===== src/rtl/tick_period_meter_pkg.sv =====
// Shared constants and state encoding for the tick period meter.
// The defaults match the game-speed clock dividers so both sides agree on rates.
package tick_period_meter_pkg;

   localparam int unsigned DEFAULT_CNT_W   = 30;
   localparam int unsigned DEFAULT_TIMEOUT = 20000000;
   localparam int unsigned DEFAULT_LOCK_N  = 2;

   // Width of the lock match counter; LOCK_N is at most 15.
   localparam int unsigned MATCH_W = 4;

   typedef enum logic [1:0] {
      StWaitEdge = 2'd0,
      StMeasure  = 2'd1,
      StStall    = 2'd2
   } meter_state_e;

endpackage


===== src/rtl/sync_edge_det.sv =====
// Two-flop synchroniser plus history flop; reports single-cycle rise/fall strobes.
// Independent of the meter so it can be reused for button inputs.
module sync_edge_det (
   input  logic clk,
   input  logic rst,
   input  logic d,
   output logic rise,
   output logic fall
);

   logic s1_q;
   logic s2_q;
   logic prev_q;

   // Synchronise the asynchronous input, then keep one cycle of history.
   always_ff @(posedge clk) begin
      if (rst) begin
         s1_q   <= 1'b0;
         s2_q   <= 1'b0;
         prev_q <= 1'b0;
      end else begin
         s1_q   <= d;
         s2_q   <= s1_q;
         prev_q <= s2_q;
      end
   end

   assign rise = s2_q & ~prev_q;
   assign fall = ~s2_q & prev_q;

endmodule


===== src/rtl/tick_period_meter.sv =====
// Converts a slow square wave into a one-cycle tick enable and measures its
// period and high time in clk cycles, with lock and stall indication.
module tick_period_meter
   import tick_period_meter_pkg::*;
#(
   parameter int unsigned CNT_W   = DEFAULT_CNT_W,
   parameter int unsigned TIMEOUT = DEFAULT_TIMEOUT,
   parameter int unsigned LOCK_N  = DEFAULT_LOCK_N
) (
   input  logic             clk,
   input  logic             rst,
   input  logic             sig_in,
   output logic             tick,
   output logic [CNT_W-1:0] period,
   output logic [CNT_W-1:0] high_time,
   output logic             meas_valid,
   output logic             locked,
   output logic             stalled
);

   localparam logic [CNT_W-1:0]   CNT_LAST = CNT_W'(TIMEOUT - 1);
   // Match count one short of lock: the next equal period asserts locked.
   localparam logic [MATCH_W-1:0] LOCK_PRE = MATCH_W'(LOCK_N - 1);
   localparam logic [MATCH_W-1:0] LOCK_MAX = MATCH_W'(LOCK_N);

   logic rise;
   logic fall;

   sync_edge_det u_sync (
      .clk  (clk),
      .rst  (rst),
      .d    (sig_in),
      .rise (rise),
      .fall (fall)
   );

   meter_state_e       state_q;
   logic [CNT_W-1:0]   cnt_q;
   logic [CNT_W-1:0]   hlatch_q;
   logic [CNT_W-1:0]   period_q;
   logic [CNT_W-1:0]   high_time_q;
   logic [MATCH_W-1:0] match_q;
   logic               have_prev_q;
   logic               tick_q;
   logic               meas_valid_q;
   logic               locked_q;
   logic               stalled_q;

   logic [CNT_W-1:0]   cnt_inc;
   logic               period_match;

   // cnt counts from 0 after the reference edge, so cnt+1 is the elapsed cycle count.
   assign cnt_inc      = cnt_q + CNT_W'(1);
   // The first measurement after arming has no valid previous period.
   assign period_match = have_prev_q && (cnt_inc == period_q);

   // Measurement FSM with all outputs registered.
   always_ff @(posedge clk) begin
      if (rst) begin
         state_q      <= StWaitEdge;
         cnt_q        <= '0;
         hlatch_q     <= '0;
         period_q     <= '0;
         high_time_q  <= '0;
         match_q      <= '0;
         have_prev_q  <= 1'b0;
         tick_q       <= 1'b0;
         meas_valid_q <= 1'b0;
         locked_q     <= 1'b0;
         stalled_q    <= 1'b0;
      end else begin
         tick_q       <= rise;
         meas_valid_q <= 1'b0;
         unique case (state_q)
            StWaitEdge: begin
               cnt_q <= '0;
               if (rise) begin
                  state_q     <= StMeasure;
                  hlatch_q    <= '0;
                  have_prev_q <= 1'b0;
               end
            end
            StMeasure: begin
               // A rise on the timeout cycle still completes the measurement.
               if (rise) begin
                  period_q     <= cnt_inc;
                  high_time_q  <= hlatch_q;
                  meas_valid_q <= 1'b1;
                  cnt_q        <= '0;
                  hlatch_q     <= '0;
                  have_prev_q  <= 1'b1;
                  if (period_match) begin
                     if (match_q < LOCK_MAX) begin
                        match_q <= match_q + MATCH_W'(1);
                     end
                     if (match_q >= LOCK_PRE) begin
                        locked_q <= 1'b1;
                     end
                  end else begin
                     match_q  <= '0;
                     locked_q <= 1'b0;
                  end
               end else if (cnt_q == CNT_LAST) begin
                  state_q   <= StStall;
                  stalled_q <= 1'b1;
                  locked_q  <= 1'b0;
                  match_q   <= '0;
               end else begin
                  cnt_q <= cnt_inc;
                  if (fall) begin
                     hlatch_q <= cnt_inc;
                  end
               end
            end
            StStall: begin
               // The first rise after a stall only re-arms the measurement.
               if (rise) begin
                  state_q     <= StMeasure;
                  stalled_q   <= 1'b0;
                  cnt_q       <= '0;
                  hlatch_q    <= '0;
                  have_prev_q <= 1'b0;
               end
            end
            default: begin
               state_q <= StWaitEdge;
            end
         endcase
      end
   end

   assign tick       = tick_q;
   assign period     = period_q;
   assign high_time  = high_time_q;
   assign meas_valid = meas_valid_q;
   assign locked     = locked_q;
   assign stalled    = stalled_q;

endmodule


===== config.mk =====
export PLATFORM = sky130hd
export DESIGN_NAME = tick_period_meter
export DESIGN_NICKNAME = d
export VERILOG_FILES = /design/src/rtl/tick_period_meter_pkg.sv /design/src/rtl/sync_edge_det.sv /design/src/rtl/tick_period_meter.sv
export SDC_FILE = /design/constraint.sdc
export NUM_CORES = 1
export LEC_CHECK = 0
export ABC_AREA = 0
export CORE_MARGIN = 10
export CORE_UTILIZATION = 39
export DETAILED_ROUTE_END_ITERATION = 10
export MAX_ROUTING_LAYER = met4
export SYNTH_ARGS = -nofsm -noshare
export SYNTH_HDL_FRONTEND = slang
export SYNTH_HIERARCHICAL = 1
export SYNTH_SLANG_ARGS = --single-unit

===== constraint.sdc =====
create_clock -name clk -period 8.41 [get_ports clk]
set_clock_uncertainty 0.1 [all_clocks]
set_input_delay 1.682 -clock clk [delete_from_list [all_inputs] [get_ports clk]]
set_output_delay 1.682 -clock clk [all_outputs]
set_load 0.02 [all_outputs]

==> results.sh <==
export IMPL_die_area_sq_um=22700
export IMPL_synth_top_area_cell="dfxtp_1"
export IMPL_fin_setup_tns_ns=0
export IMPL_start_kind="flip-flop"
export IMPL_syn_area_per_cell_sq_um=7.84
export IMPL_synth_seq_cells=134
export IMPL_drive_gt1_frac=0.0674
export IMPL_antenna_found_initial=0
export IMPL_worst_slew_pin_slew_ns=1.06
export IMPL_clockRootBuffer="clkbuf_16"
export IMPL_post_route_period_util=0.482
export IMPL_clk_latency_ns=0.43
export IMPL_io_buffer_count=66
export IMPL_cts_buffer_depth=2
export IMPL_slew_headroom=0.295
export IMPL_leakage_nw=2.53
export IMPL_cpPeakStageDelay_ns=0.91
export IMPL_crit_path_max_fanout=32
export IMPL_syn_cell_area_sq_um=6650
export IMPL_yosysSeqAreaShare=0.404
export IMPL_ys_top_cells_by_area="dfxtp_1 (40%), a21oi_1 (7.4%), nor2_1 (6.2%), nand2_1 (5.7%), a211oi_1 (4.1%)"
export IMPL_ant_nets=0
export IMPL_drc=0
export IMPL_syn_nets=855
export IMPL_max_freq_ghz=0.247
export IMPL_synth_top_cell_area_share=0.404
export IMPL_finalSetupViolations=0
export IMPL_dp_worst_setup_slack_ns=4.43
export IMPL_path_cells="ha_1, nand3_1, or2_2, nor4_2, or3_1, o21ai_0, a2bb2oi_1, nor2_1"
export IMPL_final_core_util=0.476
export IMPL_worstSetupPathType="reg2reg"
export IMPL_viasPerCell=5.60
export IMPL_critPathBufInv=0
export IMPL_post_dp_hpwl_mm=13.0
export IMPL_peakVddDrop_uv=136
export IMPL_htree_num_levels=4
export IMPL_place_inst=1063
export IMPL_die_h_microns=151
export IMPL_synthFlopType="dfxtp_1"
export IMPL_min_path_type="reg2reg"
export IMPL_end_kind="flip-flop"
export IMPL_grt_pass1_wl_mm=30.6
export IMPL_vias=6133
export IMPL_fin_cells=1095
export IMPL_cts_buffers=17
export IMPL_hold_violations=0
export IMPL_synth_edf_count=0
export IMPL_place_congestion=0.918
export IMPL_cp_slowest_cell="or3_1"
export IMPL_path_clk_slew_ns=0.06
export IMPL_fillers=1627
export IMPL_outcome="finished clean"
export IMPL_async_reset_ff_frac=0
export IMPL_first_pass_iters=7
export IMPL_ys_warn_count=6
export IMPL_rows=47
export IMPL_post_route_min_period_ns=4.06
export IMPL_max_cap_violations=0
export IMPL_dr_first_iter_drc_count=484
export IMPL_grt_max_degree=95
export IMPL_wl_per_cell_microns=17.5
export IMPL_p_per_area_nw_per_um2=184
export IMPL_grt_overflow=0
export IMPL_worstPathRequired_ns=8.59
export IMPL_antennaDiodeCount=0
export IMPL_cts_resized=0
export IMPL_cts_sinks=134
export IMPL_grt_usage=0.176
export IMPL_die_w_microns=151
export IMPL_yosysUniqueCellTypes=63
export IMPL_core_area_sq_um=16600
export IMPL_ioPinCount=67
export IMPL_finalWorstSetupSlack_ns=4.35
export IMPL_cts_tree="done"
export IMPL_synth_cells=848
export IMPL_area_delta_synth_final_pct=19.3
export IMPL_final_nets=869
export IMPL_hold_buffers=0
export IMPL_grt_setup_unrepaired="no"
export IMPL_total_power_mw=1.46
export IMPL_slew_violations=0
export IMPL_wl_mm=19.2
export IMPL_cp_arrival_ns=4.24
export IMPL_grt_pass1_vias=5660
export IMPL_initial_core_util=0.399
export IMPL_crit_family="simple AND/OR/NAND/NOR gates"
export IMPL_cts_setup_buffers=0
## sequential cells by signal, indices dropped and copies added (netlist names)
| signal | cells |
|---|---|
| state_q | 2 |
| period | 30 |
| cnt_q | 30 |
| meas_valid | 1 |
| hlatch_q | 30 |
| match_q | 4 |
| locked | 1 |
| have_prev_q | 1 |
| stalled | 1 |
| u_sync/s1_q | 1 |
| high_time | 30 |
| u_sync/s2_q | 1 |
| u_sync/prev_q | 1 |
| tick | 1 |
## area by class of cell
type                    instances  area, sq um  area share
multi-input cells             626         3610       0.455
clock buffers                  18          429      0.0541
flip-flops and latches        134         2680       0.338
inverters                       9         33.8     0.00426
repair buffers                 74          718      0.0906
well taps                     220          275      0.0347
clock inverters                14          179      0.0226
## path summary, 6_finish.rpt
check	cells after the start	startpoint	slack, ns	end
worst max-delay path	8	cnt_q[0]$_SDFFE_PP0P_	4.35	cnt_q[17]$_SDFFE_PP0P_
worst min-delay path	2	hlatch_q[24]$_SDFFE_PP0P_	0.35	high_time[24]$_SDFFE_PP0P_
worst max register to register	8	cnt_q[0]$_SDFFE_PP0P_	4.35	cnt_q[17]$_SDFFE_PP0P_
worst min register to register	2	hlatch_q[24]$_SDFFE_PP0P_	0.35	high_time[24]$_SDFFE_PP0P_
## stage by stage
stage / hold slack (ns) / area, sq um
after floorplan: 0.314 / 6650
after global placement: 0.326 / 7320
after detailed placement: 0.332 / 7320
after CTS: 0.346 / 7930
after global routing: 0.367 / 7930
final: 0.345 / 7930
## tightest hold or removal path: stages, from the launching register on
cell and delay (ns):
dfxtp_1 0.31, nand2_1 0.05, a21oi_1 0.05
## where the power goes
| group | total, mW | internal [mW] | switching, mW |
|---|---|---|---|
| clock | 0.767 | 0.468 | 0.299 |
| sequential | 0.643 | 0.638 | 0.00423 |
| combinational | 0.0510 | 0.0152 | 0.0358 |
| total | 1.46 | 1.12 | 0.339 |
## cells in the final DEF (no fill, tap or decap), types with 13 or more instances in the layout
cell and instances:
a211oi_1 36, a21oi_1 98, clkbuf_16 17, clkdlybuf4s50_1 65
dfxtp_1 134, nand2_1 101, nor2_1 109, nor3_1 49
nor4_1 13, o21ai_0 26, xnor2_1 25, xor2_1 14
## logic make-up (layout without fill, tap and decap cells)
| group | Yosys count | count (layout) | synth area share |
|---|---|---|---|
| AOI/OAI and AO/OA | 203 | 203 | 0.187 |
| xor gates and xnor gates | 42 | 42 | 0.0615 |
| adders and majority gates | 4 | 4 | 0.00753 |
| buffers and inverters | 88 | 115 | 0.0555 |
| DFF | 134 | 134 | 0.404 |
| muxes | 3 | 3 | 0.00452 |
| and+or+nand+nor | 374 | 374 | 0.280 |
## synthesized netlist by cell type, types with 4 or more instances
cell type and number:
o2111ai_1 6, xnor2_1 25, nand3_1 12, and3_1 9, nand4_1 12, inv_1 8
a211oi_1 36, nor3b_1 6, nor2b_1 11, a31oi_1 5, nor4_1 13, a21oi_1 98
o21ai_0 26, dfxtp_1 134, nor3_1 49, xor2_1 14, nor4_2 4, ha_1 4
nand2b_1 6, and2_1 5, nor2_1 109, clkbuf_1 51, and4_1 6, buf_2 25
nand2_1 101, or3_1 12
## layer usage
| layer | track usage | part of all wire | up-vias |
|---|---|---|---|
| li1 | - | - | 3032 |
| met1 | 0.220 | 0.46 | 2881 |
| met2 | 0.262 | 0.45 | 179 |
| met3 | 0.0492 | 0.066 | 41 |
| met4 | 0.0680 | 0.025 | 0 |
| met5 | - | 0 | - |
No activity file was read; power rests on OpenSTA's default activity.
